File: src/rtl/spi_master_pkg.sv
// Shared SPI master definitions: clock-generator state encoding and the
// default divider width used by the clock generator and the register file.
package spi_master_pkg;

  localparam int unsigned SPI_DIV_W = 8;

  typedef enum logic [1:0] {
    IDLE  = 2'd0,
    RUN   = 2'd1,
    DRAIN = 2'd2
  } clkgen_state_e;

endpackage

File: src/rtl/spi_master_clkgen.sv
// SPI serial-clock generator (CPOL=0). Divides clk by 2*(div_q+1) and emits
// one-cycle spi_rise / spi_fall strobes aligned with the spi_clk transitions.
// A low half-period is abandoned immediately on stop; a high half-period is
// always completed so the transmitter sees as many falls as rises.
module spi_master_clkgen
  import spi_master_pkg::*;
#(
  parameter int unsigned DIV_W = SPI_DIV_W
) (
  input  logic             clk,
  input  logic             rstn,
  input  logic             en,
  input  logic [DIV_W-1:0] clk_div,
  input  logic             clk_div_valid,
  output logic             spi_clk,
  output logic             spi_fall,
  output logic             spi_rise,
  output logic             clk_idle
);

  clkgen_state_e    state_q;
  logic [DIV_W-1:0] div_q;
  logic [DIV_W-1:0] div_pend_q;
  logic             pend_q;
  logic [DIV_W-1:0] cnt_q;
  logic             spi_clk_q;
  logic             spi_rise_q;
  logic             spi_fall_q;

  logic [DIV_W-1:0] cnt_d;
  logic             half_done;
  logic             div_load_en;
  logic [DIV_W-1:0] div_load_d;

  // Counter increment, half-period terminal count and the divider value to
  // install when idle (a fresh strobe wins over an older shadowed value).
  always_comb begin
    cnt_d       = cnt_q + DIV_W'(1);
    half_done   = (cnt_q == div_q);
    div_load_en = clk_div_valid | pend_q;
    div_load_d  = clk_div_valid ? clk_div : div_pend_q;
  end

  // Clock-generator FSM: half-period counter, divider shadowing and the
  // registered spi_clk / strobe outputs.
  always_ff @(posedge clk) begin
    if (!rstn) begin
      state_q    <= IDLE;
      div_q      <= '0;
      div_pend_q <= '0;
      pend_q     <= 1'b0;
      cnt_q      <= '0;
      spi_clk_q  <= 1'b0;
      spi_rise_q <= 1'b0;
      spi_fall_q <= 1'b0;
    end else begin
      spi_rise_q <= 1'b0;
      spi_fall_q <= 1'b0;
      case (state_q)
        IDLE: begin
          cnt_q     <= '0;
          spi_clk_q <= 1'b0;
          // Divider may only change here, so a same-cycle en uses the new value.
          if (div_load_en) begin
            div_q  <= div_load_d;
            pend_q <= 1'b0;
          end
          if (en) begin
            state_q <= RUN;
          end
        end

        RUN: begin
          if (clk_div_valid) begin
            div_pend_q <= clk_div;
            pend_q     <= 1'b1;
          end
          if (!en && !spi_clk_q) begin
            // Stopping from the low phase is immediate; no edge is emitted.
            state_q <= IDLE;
            cnt_q   <= '0;
            if (div_load_en) begin
              div_q  <= div_load_d;
              pend_q <= 1'b0;
            end
          end else if (half_done) begin
            cnt_q      <= '0;
            spi_clk_q  <= ~spi_clk_q;
            spi_rise_q <= ~spi_clk_q;
            spi_fall_q <= spi_clk_q;
            // High phase finishing exactly as en drops: this fall ends the run.
            if (spi_clk_q && !en) begin
              state_q <= IDLE;
              if (div_load_en) begin
                div_q  <= div_load_d;
                pend_q <= 1'b0;
              end
            end
          end else begin
            cnt_q <= cnt_d;
            if (!en) begin
              state_q <= DRAIN;
            end
          end
        end

        DRAIN: begin
          if (clk_div_valid) begin
            div_pend_q <= clk_div;
            pend_q     <= 1'b1;
          end
          if (half_done) begin
            cnt_q      <= '0;
            spi_clk_q  <= 1'b0;
            spi_fall_q <= 1'b1;
            state_q    <= IDLE;
            if (div_load_en) begin
              div_q  <= div_load_d;
              pend_q <= 1'b0;
            end
          end else begin
            cnt_q <= cnt_d;
          end
        end

        default: begin
          state_q   <= IDLE;
          cnt_q     <= '0;
          spi_clk_q <= 1'b0;
        end
      endcase
    end
  end

  assign spi_clk  = spi_clk_q;
  assign spi_rise = spi_rise_q;
  assign spi_fall = spi_fall_q;
  assign clk_idle = (state_q == IDLE);

endmodule

File: config.mk
export PLATFORM = sky130hd
export DESIGN_NAME = spi_master_clkgen
export DESIGN_NICKNAME = d
export VERILOG_FILES = /design/src/rtl/spi_master_pkg.sv /design/src/rtl/spi_master_clkgen.sv
export SDC_FILE = /design/constraint.sdc
export NUM_CORES = 1
export LEC_CHECK = 0
export CORE_UTILIZATION = 55
export CTS_CLUSTER_SIZE = 40
export DETAILED_ROUTE_END_ITERATION = 8
export PLACE_DENSITY_LB_ADDON = 0.12
export SLEW_MARGIN = 20
export SYNTH_ARGS = -nofsm -noshare
export SYNTH_HDL_FRONTEND = slang
export SYNTH_SLANG_ARGS = --single-unit
File: constraint.sdc
create_clock -name clk -period 4.8 [get_ports clk]
set_input_delay 1.2 -clock clk [delete_from_list [all_inputs] [get_ports clk]]
set_output_delay 1.2 -clock clk [all_outputs]
set_load 0.01 [all_outputs]
* Word level (Yosys, flattened, before mapping)
Index checks and enable logic that the tools add are counted.
** Cells by class
- Add/subtract/negate cells :: 1
- Equal/unequal tests :: 12
- Multiplexer cells :: 33
- Bitwise operators :: 5
- Reductions and logical operators :: 12
** Operator list (number)
- 8-bit 2-to-1 mux :: 8
- 8-bit one-hot mux with 3 select lines :: 1
- 8-bit one-hot mux with 2 select lines :: 1
- 1-bit 2-to-1 mux :: 13
- 2-bit 2-to-1 mux :: 6
- 8-bit by 1-bit adder with 8-bit output (second input constant) :: 1
- 8-bit == test :: 1
- 2-bit inequality test (second input constant) :: 4
- 4-bit inequality test (second input constant) :: 2
- 4-bit AND reduction :: 2
- 3-bit inequality test (second input constant) :: 2
- 2-bit one-hot mux with 3 select lines :: 1
- 1-bit inverter :: 4
- 1-bit one-hot mux with 2 select lines :: 2
- 4-bit OR reduction :: 1
- 1-bit one-hot mux with 3 select lines :: 1
- 3-bit AND reduction :: 1
- 3-bit nonzero test :: 1
- 2-bit by 1-bit == test with 1-bit output (second input constant) :: 1
- 2-bit == test (second input constant) :: 1
- 1-bit logical AND :: 2
- 1-bit zero test :: 2
- 2-bit zero test :: 1
- 2-bit by 1-bit inequality test with 1-bit output (second input constant) :: 1
- 3 further kinds :: 3
** Storage, ports and cells
- Bits in registers :: 30
- Input port bits :: 12
- Output and inout port bits :: 4
- Word-level logic and storage cells :: 71

* Longest topological paths before layout
- Depth in word-level cells :: 6
- Mapped depth :: 8
- Gate-level depth less buffers :: 6

* Least setup slack after synthesis
No wires, ideal clock.
- Path type :: input port to flip-flop
- From :: input clk_div_valid
- To :: register div_q[0]
- Library setup time :: 0.062 ns
- Arrival time :: 2.186 ns
- Required time :: 4.738 ns
- Setup slack :: 2.552 ns
- Stages :: 6
- Path buffers :: 2
- Cells stage by stage :: buf_6 -> o21bai_4 -> or2_1 -> buf_6 -> o41a_1 -> nand3_1
** On the way
- Cells in the longest elaborated chain, start to end :: 6
- Elaborated cells on any way between the ends :: 8
- Classes of those cells :: mux (7); bitwise (1)
** Ends and longest elaborated chain
- start, declared :: RTL line spi_master_clkgen.sv:14 : input logic clk_div_valid,
- 8-bit 2-to-1 mux / 1-bit bitwise OR (equally long branches)
- 8-bit 2-to-1 mux (*)
- 8-bit 2-to-1 mux :: RTL line spi_master_clkgen.sv:92 : if (spi_clk_q && !en) begin
- 8-bit 2-to-1 mux :: RTL line spi_master_clkgen.sv:86 : end else if (half_done) begin
- 8-bit 2-to-1 mux :: RTL line spi_master_clkgen.sv:78 : if (!en && !spi_clk_q) begin
- 8-bit one-hot mux with 3 select lines (*) :: RTL line spi_master_clkgen.sv:59 : case (state_q)
- end signal, assigned :: RTL line spi_master_clkgen.sv:65 : div_q <= div_load_d;
- end signal, assigned :: RTL line spi_master_clkgen.sv:83 : div_q <= div_load_d;
- end signal, assigned :: RTL line spi_master_clkgen.sv:95 : div_q <= div_load_d;
- end, declared :: RTL line spi_master_clkgen.sv:22 : logic [DIV_W-1:0] div_q;
Mark *: on every way between the ends. The rest lies on a longest branch, timed or not. The select of a mux whose other input is x is not followed.
A chain may end at the register's enable or synchronous reset.

* Worst setup path after layout
- From :: input clk_div_valid
- To :: register div_q[3]
Same word-level chain as after synthesis.

==> impl_metrics.tcl <==
set metrics [dict create \
    worstPathArrival_ps 3350 \
    finalSetupViolCount 0 \
    worst-setup-path-type "primary input to register" \
    vias 1604 \
    fmax_mhz 325.2 \
    synth_seq_cells 30 \
    detail_route.vias_per_cell 6.468 \
    finalPower_mw 0.5599 \
    route.met2.wl_microns 1886 \
    antenna_found_initial 0 \
    cts_resized 0 \
    dr.max_layer_used "met4" \
    status "finished clean" \
    synth_edf_count 0 \
    synthCells 201 \
    final_nets 222 \
    rsz0062_at_grt "no" \
    wl_met1_microns 1832 \
    tightest_slew_ps 794.7 \
    clock_sinks 30 \
    fin_util 0.6335 \
    path_clk_slew_ps 90 \
    gr-usage-all-layers 0.2598 \
    htreeDepth 2 \
    numCtsBuffers 5 \
    setup_tns_ps 0 \
    cap_violations 0 \
    relSlewSlack 0.4686 \
    p_sw_frac 0.3420 \
    ys_seq_area_frac 0.3421 \
    drc 0 \
    fin_skew_ps 3.734 \
    hold_class "register to register" \
    peakVddDrop_v 0.0002065 \
    ys_types 38 \
    post_cts_buffers 0 \
    grt_pass1_vias 1529 \
    required_ps 5080 \
    grt_max_degree 29 \
    post-route-period-util 0.6406 \
    syn_area_per_cell_sq_um 8.734 \
    powerDensity_nw_per_um2 291.9 \
    yosys_warnings 0 \
    seqPwrFrac 0.486 \
    postRouteAntennaNets 0 \
    wl_met3_microns 182 \
    start_util 0.5798 \
    drive_gt1_frac 0.03922 \
    postCtsHoldBufs 0 \
    antennaDiodeCount 0 \
    place_congestion 0.8445 \
    slew_viol_final 0 \
    p_sw_mw 0.1915 \
    grt_pass1_wl_microns 6762 \
    io_pins 16 \
    reg2reg_depth 6 \
    area_growth_pct 9.266 \
    dp_hpwl_microns 2763 \
    drtIter0Drc 120 \
    grt_overflow 0 \
    combPwrFrac 0.241 \
    clk_path_buf_depth 2 \
    endpoint_kind "register" \
    cts_root_buf "clkbuf_4" \
    start_kind "primary input" \
    p_int_mw 0.3684 \
    synthesis.nets 218 \
    drt-wirelength-per-cell_microns 16.16 \
    pwr-share-clk 0.273 \
    tritoncts "done" \
    pre_cts_slack_ps 1404 \
    fin_area_sq_um 1918 \
    place_area_sq_um 1867 \
    first_pass_iters 4 \
    synthArstFlopShare 0 \
    min_period_ps 3075 \
    synthFlopType "dfxtp_1" \
    whs_path_depth 2 \
    setup_ws_ps 1725 \
    cp_max_fo 18 \
    core_area_sq_um 3028 \
    rows 20 \
    wirelength_microns 4007 \
    p_leak_nw 0.6456 \
    fp.dieW_microns 58.50 \
    netlist_area_sq_um 1755 \
    die_area_sq_um 3422 \
    clock_latency_ps 330 \
    die_h_microns 58.50 \
    io_buffers 15 \
    hold_violations 0 \
]
[cells in the final DEF, fill, tap and decap left out, drive strengths merged, types with 2 or more instances in the layout]
cell type / synthesis / layout
clkbuf: 5 / 6
and4: 2 / 2
ha: 5 / 5
o211ai: 8 / 8
nor4: 16 / 16
xor2: 5 / 5
nand3: 29 / 29
o21ai: 5 / 5
mux2i: 8 / 8
clkdlybuf4s50: 0 / 15
xnor2: 9 / 9
and3: 2 / 2
a21oi: 12 / 12
o41a: 8 / 8
nand4: 2 / 2
nand2: 12 / 12
dfxtp: 30 / 30
nor2b: 2 / 2
nor2: 2 / 2
inv: 4 / 4
o2111ai: 8 / 8
and2: 2 / 2
o21bai: 2 / 2
[synthesized netlist by cell type, drive strengths merged (2+ instances only)]
library cell,number,area [sq um]
dfxtp,30,600.6
nand3,29,145.1
nor4,16,100.1
buf,13,75.07
a21oi,12,60.06
nand2,12,45.04
xnor2,9,78.83
mux2i,8,80.08
o2111ai,8,70.07
o211ai,8,60.06
o41a,8,90.09
clkbuf,5,18.77
ha,5,62.56
o21ai,5,25.02
xor2,5,43.79
inv,4,15.01
and2,2,12.51
and3,2,12.51
and4,2,17.52
nand4,2,12.51
nor2,2,7.510
nor2b,2,12.51
o21bai,2,26.28
[metrics by stage]
step	hold slack, ps	std cells
floorplan	435.7	201
CTS	465.8	248
detailed placement	453.1	242
global placement	442.4	242
finish	462.1	248
global route	495.7	248
[final timing paths]
| kind | endpoint | from | slack (ps) |
|---|---|---|---|
| worst max-delay path | div_q[3] | clk_div_valid | 1720 |
| worst max register to register | div_q[3] | state_q[1] | 2640 |
| worst min register to register | div_pend_q[1] | div_pend_q[1] | 460 |
| worst min-delay path | div_pend_q[1] | div_pend_q[1] | 460 |
[registers in the layout, indices dropped and copies added (netlist names)]
signal,count
state_q,2
div_q,8
spi_fall,1
spi_rise,1
pend_q,1
spi_clk,1
cnt_q,8
div_pend_q,8
[metal layers]
layer / track usage / vias to the layer above
li1: - / 783
met1: 0.3201 / 764
met2: 0.4220 / 44
met3: 0.04835 / 13
met4: 0.1565 / 0
met5: 0 / -
[critical path, stage by stage]
cell	delay, ps
clkdlybuf4s50_1	990
o21bai_4	260
or2_1	400
o41a_1	420
nand3_1	80
[area by class of cell]
class / count / area [sq um]
clock buffer: 6 / 51.30
fill: 280 / 1110
inverter: 4 / 15.01
multi-input combinational: 149 / 1046
sequential: 30 / 600.6
tap: 44 / 55.05
timing repair buffer: 15 / 150.1
[power by group through the flow]
stage	Clock, mW	Combinational (mW)	Sequential, mW
after CTS	0.154	0.133	0.272
after global routing	0.164	0.147	0.273
final	0.153	0.135	0.272
after detailed placement	0	0.132	0.278
after global placement	0	0.128	0.277
after floorplan	0	0.104	0.275
[kinds of logic after synthesis]
family | count (synthesis) | synth area share
AOI/OAI and AO/OA | 48 | 0.2153
xor gates and xnor gates | 14 | 0.06985
adders and majority gates | 5 | 0.03564
buffers and inverters | 22 | 0.06201
DFF | 30 | 0.3421
muxes | 8 | 0.04562
and+or+nand+nor | 74 | 0.2295
Power figures use the tool's default switching activity.
